===== src/rtl/gb_pkg.sv =====
// Shared definitions for the ghostbus host adapter: FSM encoding and the
// read-latency counter type.
package gb_pkg;

  localparam int LAT_CNT_W = 4;

  typedef logic [LAT_CNT_W-1:0] lat_cnt_t;

  typedef enum logic [1:0] {
    ST_IDLE    = 2'd0,
    ST_RD_WAIT = 2'd1,
    ST_RSP     = 2'd2
  } gb_state_e;

endpackage


===== src/rtl/gb_host_adapter_if.sv =====
// Host-side command/response channel of the ghostbus adapter.
// The master modport is the host; the slave modport is the adapter.
interface gb_host_adapter_if #(
  parameter int AW = 24,
  parameter int DW = 32
);

  logic          cmd_valid;
  logic          cmd_ready;
  logic          cmd_we;
  logic [AW-1:0] cmd_addr;
  logic [DW-1:0] cmd_wdata;
  logic          rsp_valid;
  logic          rsp_ready;
  logic [DW-1:0] rsp_rdata;

  modport master (
    output cmd_valid, cmd_we, cmd_addr, cmd_wdata, rsp_ready,
    input  cmd_ready, rsp_valid, rsp_rdata
  );

  modport slave (
    input  cmd_valid, cmd_we, cmd_addr, cmd_wdata, rsp_ready,
    output cmd_ready, rsp_valid, rsp_rdata
  );

endinterface


===== src/rtl/gb_host_adapter.sv =====
// Bridges a valid/ready host command channel onto the ghostbus: posted
// single-cycle writes and fixed-latency reads returned on a response channel.
//
// state      | meaning
// -----------+------------------------------------------------------------
// ST_IDLE    | ready for a command; writes issue without leaving this state
// ST_RD_WAIT | gb_re issued, counting down RD_LAT until gb_rdata is valid
// ST_RSP     | read data held on rsp_rdata until the host takes it
module gb_host_adapter
  import gb_pkg::*;
#(
  parameter int AW     = 24,
  parameter int DW     = 32,
  parameter int RD_LAT = 2
) (
  input  logic                  clk,
  input  logic                  rst_n,
  gb_host_adapter_if.slave      host,
  output logic [AW-1:0]         gb_addr,
  output logic [DW-1:0]         gb_wdata,
  output logic                  gb_we,
  output logic                  gb_re,
  input  logic [DW-1:0]         gb_rdata,
  output logic [15:0]           wr_count
);

  gb_state_e     r_state;
  gb_state_e     w_state_nxt;
  lat_cnt_t      r_lat_cnt;
  lat_cnt_t      w_lat_cnt_nxt;
  logic          w_issue_wr;
  logic          w_issue_rd;
  logic          w_sample;

  logic [AW-1:0] r_gb_addr;
  logic [DW-1:0] r_gb_wdata;
  logic          r_gb_we;
  logic          r_gb_re;
  logic [DW-1:0] r_rsp_rdata;
  logic [15:0]   r_wr_count;

  always_ff @(posedge clk or negedge rst_n) begin
    if (!rst_n) begin
      r_state   <= ST_IDLE;
      r_lat_cnt <= '0;
    end else begin
      r_state   <= w_state_nxt;
      r_lat_cnt <= w_lat_cnt_nxt;
    end
  end

  always_comb begin
    w_state_nxt    = r_state;
    w_lat_cnt_nxt  = r_lat_cnt;
    w_issue_wr     = 1'b0;
    w_issue_rd     = 1'b0;
    w_sample       = 1'b0;
    host.cmd_ready = (r_state == ST_IDLE);
    host.rsp_valid = (r_state == ST_RSP);
    case (r_state)
      ST_IDLE: begin
        if (host.cmd_valid) begin
          if (host.cmd_we) begin
            w_issue_wr = 1'b1;
          end else begin
            w_issue_rd    = 1'b1;
            w_lat_cnt_nxt = lat_cnt_t'(RD_LAT);
            w_state_nxt   = ST_RD_WAIT;
          end
        end
      end
      ST_RD_WAIT: begin
        // Counter hits zero on the cycle gb_rdata is RD_LAT cycles past gb_re.
        if (r_lat_cnt == '0) begin
          w_sample    = 1'b1;
          w_state_nxt = ST_RSP;
        end else begin
          w_lat_cnt_nxt = r_lat_cnt - lat_cnt_t'(1);
        end
      end
      ST_RSP: begin
        if (host.rsp_ready) w_state_nxt = ST_IDLE;
      end
      default: w_state_nxt = ST_IDLE;
    endcase
  end

  always_ff @(posedge clk or negedge rst_n) begin
    if (!rst_n) begin
      r_gb_addr   <= '0;
      r_gb_wdata  <= '0;
      r_gb_we     <= 1'b0;
      r_gb_re     <= 1'b0;
      r_rsp_rdata <= '0;
      r_wr_count  <= '0;
    end else begin
      r_gb_we <= w_issue_wr;
      r_gb_re <= w_issue_rd;
      if (w_issue_wr || w_issue_rd) r_gb_addr <= host.cmd_addr;
      if (w_issue_wr) begin
        r_gb_wdata <= host.cmd_wdata;
        r_wr_count <= r_wr_count + 16'd1;
      end
      if (w_sample) r_rsp_rdata <= gb_rdata;
    end
  end

  assign gb_addr        = r_gb_addr;
  assign gb_wdata       = r_gb_wdata;
  assign gb_we          = r_gb_we;
  assign gb_re          = r_gb_re;
  assign wr_count       = r_wr_count;
  assign host.rsp_rdata = r_rsp_rdata;

endmodule

===== src/flat_wrapper.sv =====
// flat-port wrapper written by rule: the top's interface ports become plain ports
module gb_host_adapter_flat import gb_pkg::*;
#(
  parameter int AW     = 24,
  parameter int DW     = 32,
  parameter int RD_LAT = 2
)
  (clk, rst_n, gb_addr, gb_wdata, gb_we, gb_re, gb_rdata, wr_count, host_cmd_valid, host_cmd_we, host_cmd_addr, host_cmd_wdata, host_rsp_ready, host_cmd_ready, host_rsp_valid, host_rsp_rdata);
  gb_host_adapter_if #(.AW(AW), .DW(DW)) host_i ();
  input  logic clk;
  input  logic rst_n;
  output logic [AW-1:0] gb_addr;
  output logic [DW-1:0] gb_wdata;
  output logic gb_we;
  output logic gb_re;
  input  logic [DW-1:0] gb_rdata;
  output logic [15:0] wr_count;
  input wire logic [$bits(host_i.cmd_valid)-1:0] host_cmd_valid;
  input wire logic [$bits(host_i.cmd_we)-1:0] host_cmd_we;
  input wire logic [$bits(host_i.cmd_addr)-1:0] host_cmd_addr;
  input wire logic [$bits(host_i.cmd_wdata)-1:0] host_cmd_wdata;
  input wire logic [$bits(host_i.rsp_ready)-1:0] host_rsp_ready;
  output wire logic [$bits(host_i.cmd_ready)-1:0] host_cmd_ready;
  output wire logic [$bits(host_i.rsp_valid)-1:0] host_rsp_valid;
  output wire logic [$bits(host_i.rsp_rdata)-1:0] host_rsp_rdata;
  assign host_i.cmd_valid = host_cmd_valid;
  assign host_i.cmd_we = host_cmd_we;
  assign host_i.cmd_addr = host_cmd_addr;
  assign host_i.cmd_wdata = host_cmd_wdata;
  assign host_i.rsp_ready = host_rsp_ready;
  assign host_cmd_ready = host_i.cmd_ready;
  assign host_rsp_valid = host_i.rsp_valid;
  assign host_rsp_rdata = host_i.rsp_rdata;
  gb_host_adapter #(.AW(AW), .DW(DW), .RD_LAT(RD_LAT)) u_core (.clk(clk), .rst_n(rst_n), .host(host_i), .gb_addr(gb_addr), .gb_wdata(gb_wdata), .gb_we(gb_we), .gb_re(gb_re), .gb_rdata(gb_rdata), .wr_count(wr_count));
endmodule

===== config.mk =====
export PLATFORM = sky130hd
export DESIGN_NAME = gb_host_adapter_flat
export DESIGN_NICKNAME = d
export VERILOG_FILES = /design/src/rtl/gb_pkg.sv /design/src/rtl/gb_host_adapter_if.sv /design/src/rtl/gb_host_adapter.sv /design/src/flat_wrapper.sv
export SDC_FILE = /design/constraint.sdc
export NUM_CORES = 1
export LEC_CHECK = 0
export ABC_AREA = 1
export CORE_ASPECT_RATIO = 1.1
export CORE_UTILIZATION = 40
export DETAILED_ROUTE_END_ITERATION = 6
export HOLD_SLACK_MARGIN = 0.02
export PLACE_DENSITY_LB_ADDON = 0.15
export SETUP_SLACK_MARGIN = 0.3
export SYNTH_ARGS = -nofsm -noshare
export SYNTH_HDL_FRONTEND = slang
export SYNTH_SLANG_ARGS = --single-unit

===== constraint.sdc =====
create_clock -name clk -period 1.64 [get_ports clk]
set_input_delay 0.328 -clock clk [delete_from_list [all_inputs] [get_ports clk]]
set_output_delay 0.328 -clock clk [all_outputs]
set_load 0.02 [all_outputs]

==> impl_metrics.toml, run 1 <==
[synth]
synth_top_area_frac = 0.594
netlist_area_mm2 = 0.00472
synth_nets = 614
synth.top_cells.by_count = "nand2_1, dfrtp_1, inv_1"
synth_edf_count = 0
synth_cells = 519
synth_warnings = 0
synthArstFlopShare = 1.00
synth_most_common_cell = "nand2_1"
ys_ff_latch = 112
synth_area_leaders = "dfrtp_1, nand2_1, o21ai_2"
ys_types = 26
ys_seq_area_frac = 0.594
avgSynthCellArea_um2 = 9.09
synthFlopType = "dfrtp_1"
yosys.area.top_type = "dfrtp_1"

[setup_path]
crit_path_end = "wr_count[0]"
rrSetupSlack_ps = 310
worstReg2RegEnd = "u_core.wr_count[4]$_DFFE_PN0P_"
reg2regPathDepth = 6
critPathCaptureType = "primary output"
arrival_ps = 1060
critical_path.startpoint = "u_core.wr_count[0]$_DFFE_PN0P_"
cp-start-kind = "flop"
crit_type = "reg -> out"
worstPathRequired_ps = 1310
worst-path-max-fanout = 4
r2r-start = "u_core.r_state[0]$_DFFE_PN0P_"

[global_routing]
grt.total_usage = 0.207
grt-ovfl-total = 0
grt_pass1_vias = 4023
antenna_found_initial = 0
grt_pass1_wl_um = 19600
grt_max_degree = 59

[cells_and_area]
fin_cells = 896
fillers = 1052
area_growth_pct = 47.5
antenna-diode-count = 0
drive_above_1_share = 0.275
nets = 837

[clock_tree]
cts_buffers = 9
cts.sinks = 112
htreeDepth = 3
cts_max_path_buffers = 2
cts_root_buffer = "clkbuf_16"
cts_tree = "done"
insertion_delay_ps = 350
clkTransAtPathRegs_ps = 70

[routing]
ant_nets = 0
dr_total_vias = 4142
drt-vias-per-instance = 4.62
wl_um = 12600
drtPass1Iterations = 4
route.detailed.drc = 0
drtIter0Drc = 231
wl_per_cell_um = 14.1

[pwr]
p_total_mw = 12.3
irDropWorstVdd_uv = 845
leakage_nw = 3.74
powerDensity_mw_per_mm2 = 1760

[place]
place_congestion = 0.842
placedCellCount = 866
place_hpwl_um = 8940
io_buffer_count = 200
dp_worst_setup_slack_ps = -73.0

[sta]
fin_skew_ps = 6.85
hold_viol = 0
setup_viol = 0
drv_slew = 0
relSlewSlack = 0.795
rsz0062_at_grt = "true"
setup_tns_ps = 0
max_freq_mhz = 720
period_minus_slack_ps = 1390
final.setup.worst_slack_ps = 251
fin_crit_sh = 0.847
worst_slew_pin_slew_ps = 308

[worst_hold_path]
hp-class = "in -> async"

[die]
die_h_um = 116
initial_core_util = 0.410
core_mm2 = 0.0115
fp-row-count = 41
die_x_um = 106
boundaryPins = 201
die-area_mm2 = 0.0122

[run_status]
outcome = "finished clean"

[flow_run]
cap_viol_max_count = 0
==> stage by stage <==
step | hold WS (ps) | util | instance area [um2]
after floorplan | 32.4 | - | 4720
after global placement | 155 | 0.603 | 6930
after detailed placement | 155 | 0.603 | 6930
after CTS | 320 | 0.636 | 7310
after global routing | 334 | 0.606 | 6960
final | 339 | 0.606 | 6960
==> power breakdown <==
group | internal, mW | switching, mW | leakage (nW) | total (mW)
sequential | 3.94 | 0.646 | 1.39 | 4.59
clock | 1.03 | 0.981 | 0.120 | 2.01
combinational | 2.14 | 3.53 | 2.23 | 5.67
==> state kept, by name, indices dropped and copies added (netlist names) <==
name	flops
u_core.gb_re	1
u_core.gb_addr	24
u_core.gb_we	1
u_core.gb_wdata	32
u_core.host.rsp_rdata	32
u_core.r_state	2
u_core.wr_count	16
u_core.r_lat_cnt	4
==> worst max-delay path: stages (launching register included) <==
cell     delay [ps]
dfrtp_1         420
buf_4           150
buf_2           150
==> per-layer routing <==
layer / up-vias / GRT usage / wire length [um]
met4: 0 / 0.0676 / 160
met2: 153 / 0.365 / 6470
li1: 2014 / - / -
met3: 14 / 0.0512 / 852
met1: 1961 / 0.251 / 5150
met5: - / 0 / 0
==> layout make-up <==
type	count	area [um2]	share of cell area
flip-flops and latches	112	2810	0.403
multi-input cells	337	1620	0.233
clock inverters	6	47.5	0.00683
clock buffers	9	225	0.0324
repair buffers	231	1880	0.270
inverters	51	194	0.0279
well taps	150	188	0.0270
==> repair_timing <==
item	in CTS	in global routing
gates resized for setup	352	100
cloned	0	2
endpoints found under the setup margin	123	157
hold buffers	1	0
endpoints found under the hold margin	4	0
pin swaps	0	2
setup buffers	11	1
==> cell families (layout without fill, tap and decap cells) <==
| group | count (synthesis) | after routing | synth area share |
|---|---|---|---|
| AND/OR/NAND/NOR | 287 | 287 | 0.244 |
| flip-flops | 112 | 112 | 0.594 |
| buffers and inverters | 70 | 297 | 0.0764 |
| XOR/XNOR | 12 | 12 | 0.0223 |
| adder cells (fa/ha/maj) | 2 | 2 | 0.00530 |
| AO/OA/AOI/OAI | 36 | 36 | 0.0576 |
==> placed cells by master, fill, tap and decap left out, drive strengths merged <==
cell type and instances:
nand2 248, buf 129, dfrtp 112, clkdlybuf4s50 91
inv 51, o21ai 33, nor2 24, clkbuf 11
nand3 9, xor2 8, clkdlybuf4s15 8, xnor2 4
clkinvlp 4, nor3 3, nand3b 2, clkinv 2
ha 2, a22oi 1, nand4 1, o31ai 1
a21oi 1, dlygate4sd3 1
==> worst min-delay path by stage <==
stage | startpoint | endpoint | slack [ps] | cells after the start
after floorplan | rst_n | u_core.gb_addr[0]$_DFFE_PN0P_ | 30 | 0
after global placement | rst_n | u_core.host.rsp_rdata[21]$_DFFE_PN0P_ | 160 | 1
after detailed placement | rst_n | u_core.host.rsp_rdata[12]$_DFFE_PN0P_ | 150 | 1
after CTS | rst_n | u_core.host.rsp_rdata[12]$_DFFE_PN0P_ | 320 | 2
after global routing | rst_n | u_core.host.rsp_rdata[18]$_DFFE_PN0P_ | 330 | 2
final | rst_n | u_core.host.rsp_rdata[18]$_DFFE_PN0P_ | 340 | 2
(Power assumes the default switching activity.)
==> run 2: changes to the inputs <==
==> constraint.sdc (replaced) <==
create_clock -name clk -period 1.32 [get_ports clk]
set_input_delay 0.264 -clock clk [delete_from_list [all_inputs] [get_ports clk]]
set_output_delay 0.264 -clock clk [all_outputs]
set_load 0.02 [all_outputs]
==> impl_metrics.toml, run 2 (same netlist as run 1, synthesis figures left out) <==
[run_status]
outcome = "complete, but fails checks"
failed_checks = "negative setup slack"

[setup_path]
worst-path-max-fanout = 8
arrival_ps = 1610
cp-start-kind = "flop"
crit_type = "reg -> reg"
worstPathRequired_ps = 1560
critPathCaptureType = "flop"

[routing]
ant_nets = 0
wl_um = 15000
route.detailed.drc = 0
drtIter0Drc = 212
drtPass1Iterations = 4
dr_total_vias = 4534
wl_per_cell_um = 15.3
drt-vias-per-instance = 4.63

[global_routing]
grt_pass1_vias = 4487
use_met3 = 0.0467
grt.total_usage = 0.238
use_met1 = 0.288
grt_max_degree = 66
gr-usage-met2 = 0.413
busiest_layer = "met2"
antenna_found_initial = 0
grt_pass1_wl_um = 22400
grt-ovfl-total = 0

[cells_and_area]
drive_above_1_share = 0.444
fin_area_mm2 = 0.00884
mostFrequentLayoutCells = "nand2_1, buf_6, dfrtp_1"
nets = 919
final_common_cell = "nand2_1"
antenna-diode-count = 0
area_growth_pct = 87.3

[sta]
setup_tns_ps = -1030
hold_viol = 0
drv_slew = 0
period_minus_slack_ps = 1370
worst_slew_pin_slew_ps = 364
fin_crit_sh = 1.04
max_freq_mhz = 729
setup_viol = 60
relSlewSlack = 0.757
final.setup.worst_slack_ps = -51.4
fin_skew_ps = 8.66
rsz0062_at_grt = "true"

[clock_tree]
clkTransAtPathRegs_ps = 80
insertion_delay_ps = 350
cts_tree = "done"
cts_buffers = 9
htreeDepth = 3
cts_root_buffer = "clkbuf_16"
cts_max_path_buffers = 2
cts.sinks = 112

[place]
io_buffer_count = 200
placedInstanceArea_mm2 = 0.00707
place_congestion = 0.826
dp_worst_setup_slack_ps = -345
place_hpwl_um = 8640

[die]
core_mm2 = 0.0115
initial_core_util = 0.410
die_h_um = 116
die_x_um = 106
boundaryPins = 201
die-area_mm2 = 0.0122
fp-row-count = 41

[pwr]
leakage_nw = 4.51
p_total_mw = 20.6
irDropWorstVdd_uv = 1190
powerDensity_mw_per_mm2 = 2340

[flow_run]
cap_viol_max_count = 0

[worst_hold_path]
hp-class = "in -> reg"
[run 2: cell count changes in the layout (fill, tap and decap cells not counted), moves of 7 or more]
cell             before  now
buf_6                 1  116
buf_16                0    9
nand2_2               3   61
buf_12                7   14
buf_2                98    0
clkdlybuf4s15_2       8    0
buf_4                23   81
nand2_1             243  178
[run 2: cell type report]
class / count / area, um2
Clock buffer: 13 / 240
Clock inverter: 3 / 90.1
Fill cell: 744 / 2660
Inverter: 51 / 206
Multi-Input combinational cell: 337 / 1910
Sequential cell: 112 / 2810
Tap cell: 150 / 188
Timing Repair Buffer: 313 / 3390
[run 2: timing repair]
item	4_1_cts	5_1_grt
setup endpoints to repair	220	220
pin swaps	31	17
buffers inserted	32	44
hold endpoints to repair	112	0
cloned	9	1
hold buffers	1	0
resized for setup	722	53
[run 2: worst max-delay path, stage by stage, from the launching register on]
cell and delay [ps]:
dfrtp_2 450, nor2_4 150, buf_6 140, nand2_8 110, buf_12 170, buf_16 140, nand2_2 50, nand2_1 60
[run 2: final timing paths]
path / startpoint / end / slack, ps / cells past startpoint
hold / removal: host_cmd_addr[12] / u_core.gb_addr[12]$_DFFE_PN0P_ / 440 / 3
min in group asynchronous: rst_n / u_core.host.rsp_rdata[21]$_DFFE_PN0P_ / 460 / 3
max in group asynchronous: rst_n / u_core.gb_addr[16]$_DFFE_PN0P_ / 530 / 3
setup / recovery: u_core.r_state[0]$_DFFE_PN0P_ / u_core.gb_wdata[24]$_DFFE_PN0P_ / -50 / 7
setup reg to reg: u_core.r_state[0]$_DFFE_PN0P_ / u_core.gb_wdata[24]$_DFFE_PN0P_ / -50 / 7
hold reg to reg: u_core.gb_addr[9]$_DFFE_PN0P_ / u_core.gb_addr[9]$_DFFE_PN0P_ / 500 / 2
[run 2: power breakdown]
| group | switching (mW) | internal [mW] |
|---|---|---|
| registers | 1.22 | 4.92 |
| clock network | 1.22 | 1.86 |
| logic | 5.33 | 6.09 |
| total | 7.76 | 12.9 |
[run 2: stage by stage]
step           hold WS (ps)   util  instances
3_3_place_gp            278  0.615        876
4_1_cts                 437  0.722        934
5_1_grt                 459  0.769        979
6_report                445  0.769        979
3_5_place_dp            280  0.615        876
2_1_floorplan         -31.6      -        519
[run 2: routing by layer]
metal / vias to the layer above / routed length, um / share of wire
li1: 2177 / - / -
met1: 2158 / 6000 / 0.40
met2: 159 / 7810 / 0.52
met3: 40 / 733 / 0.049
met4: 0 / 491 / 0.033
met5: - / 0 / 0
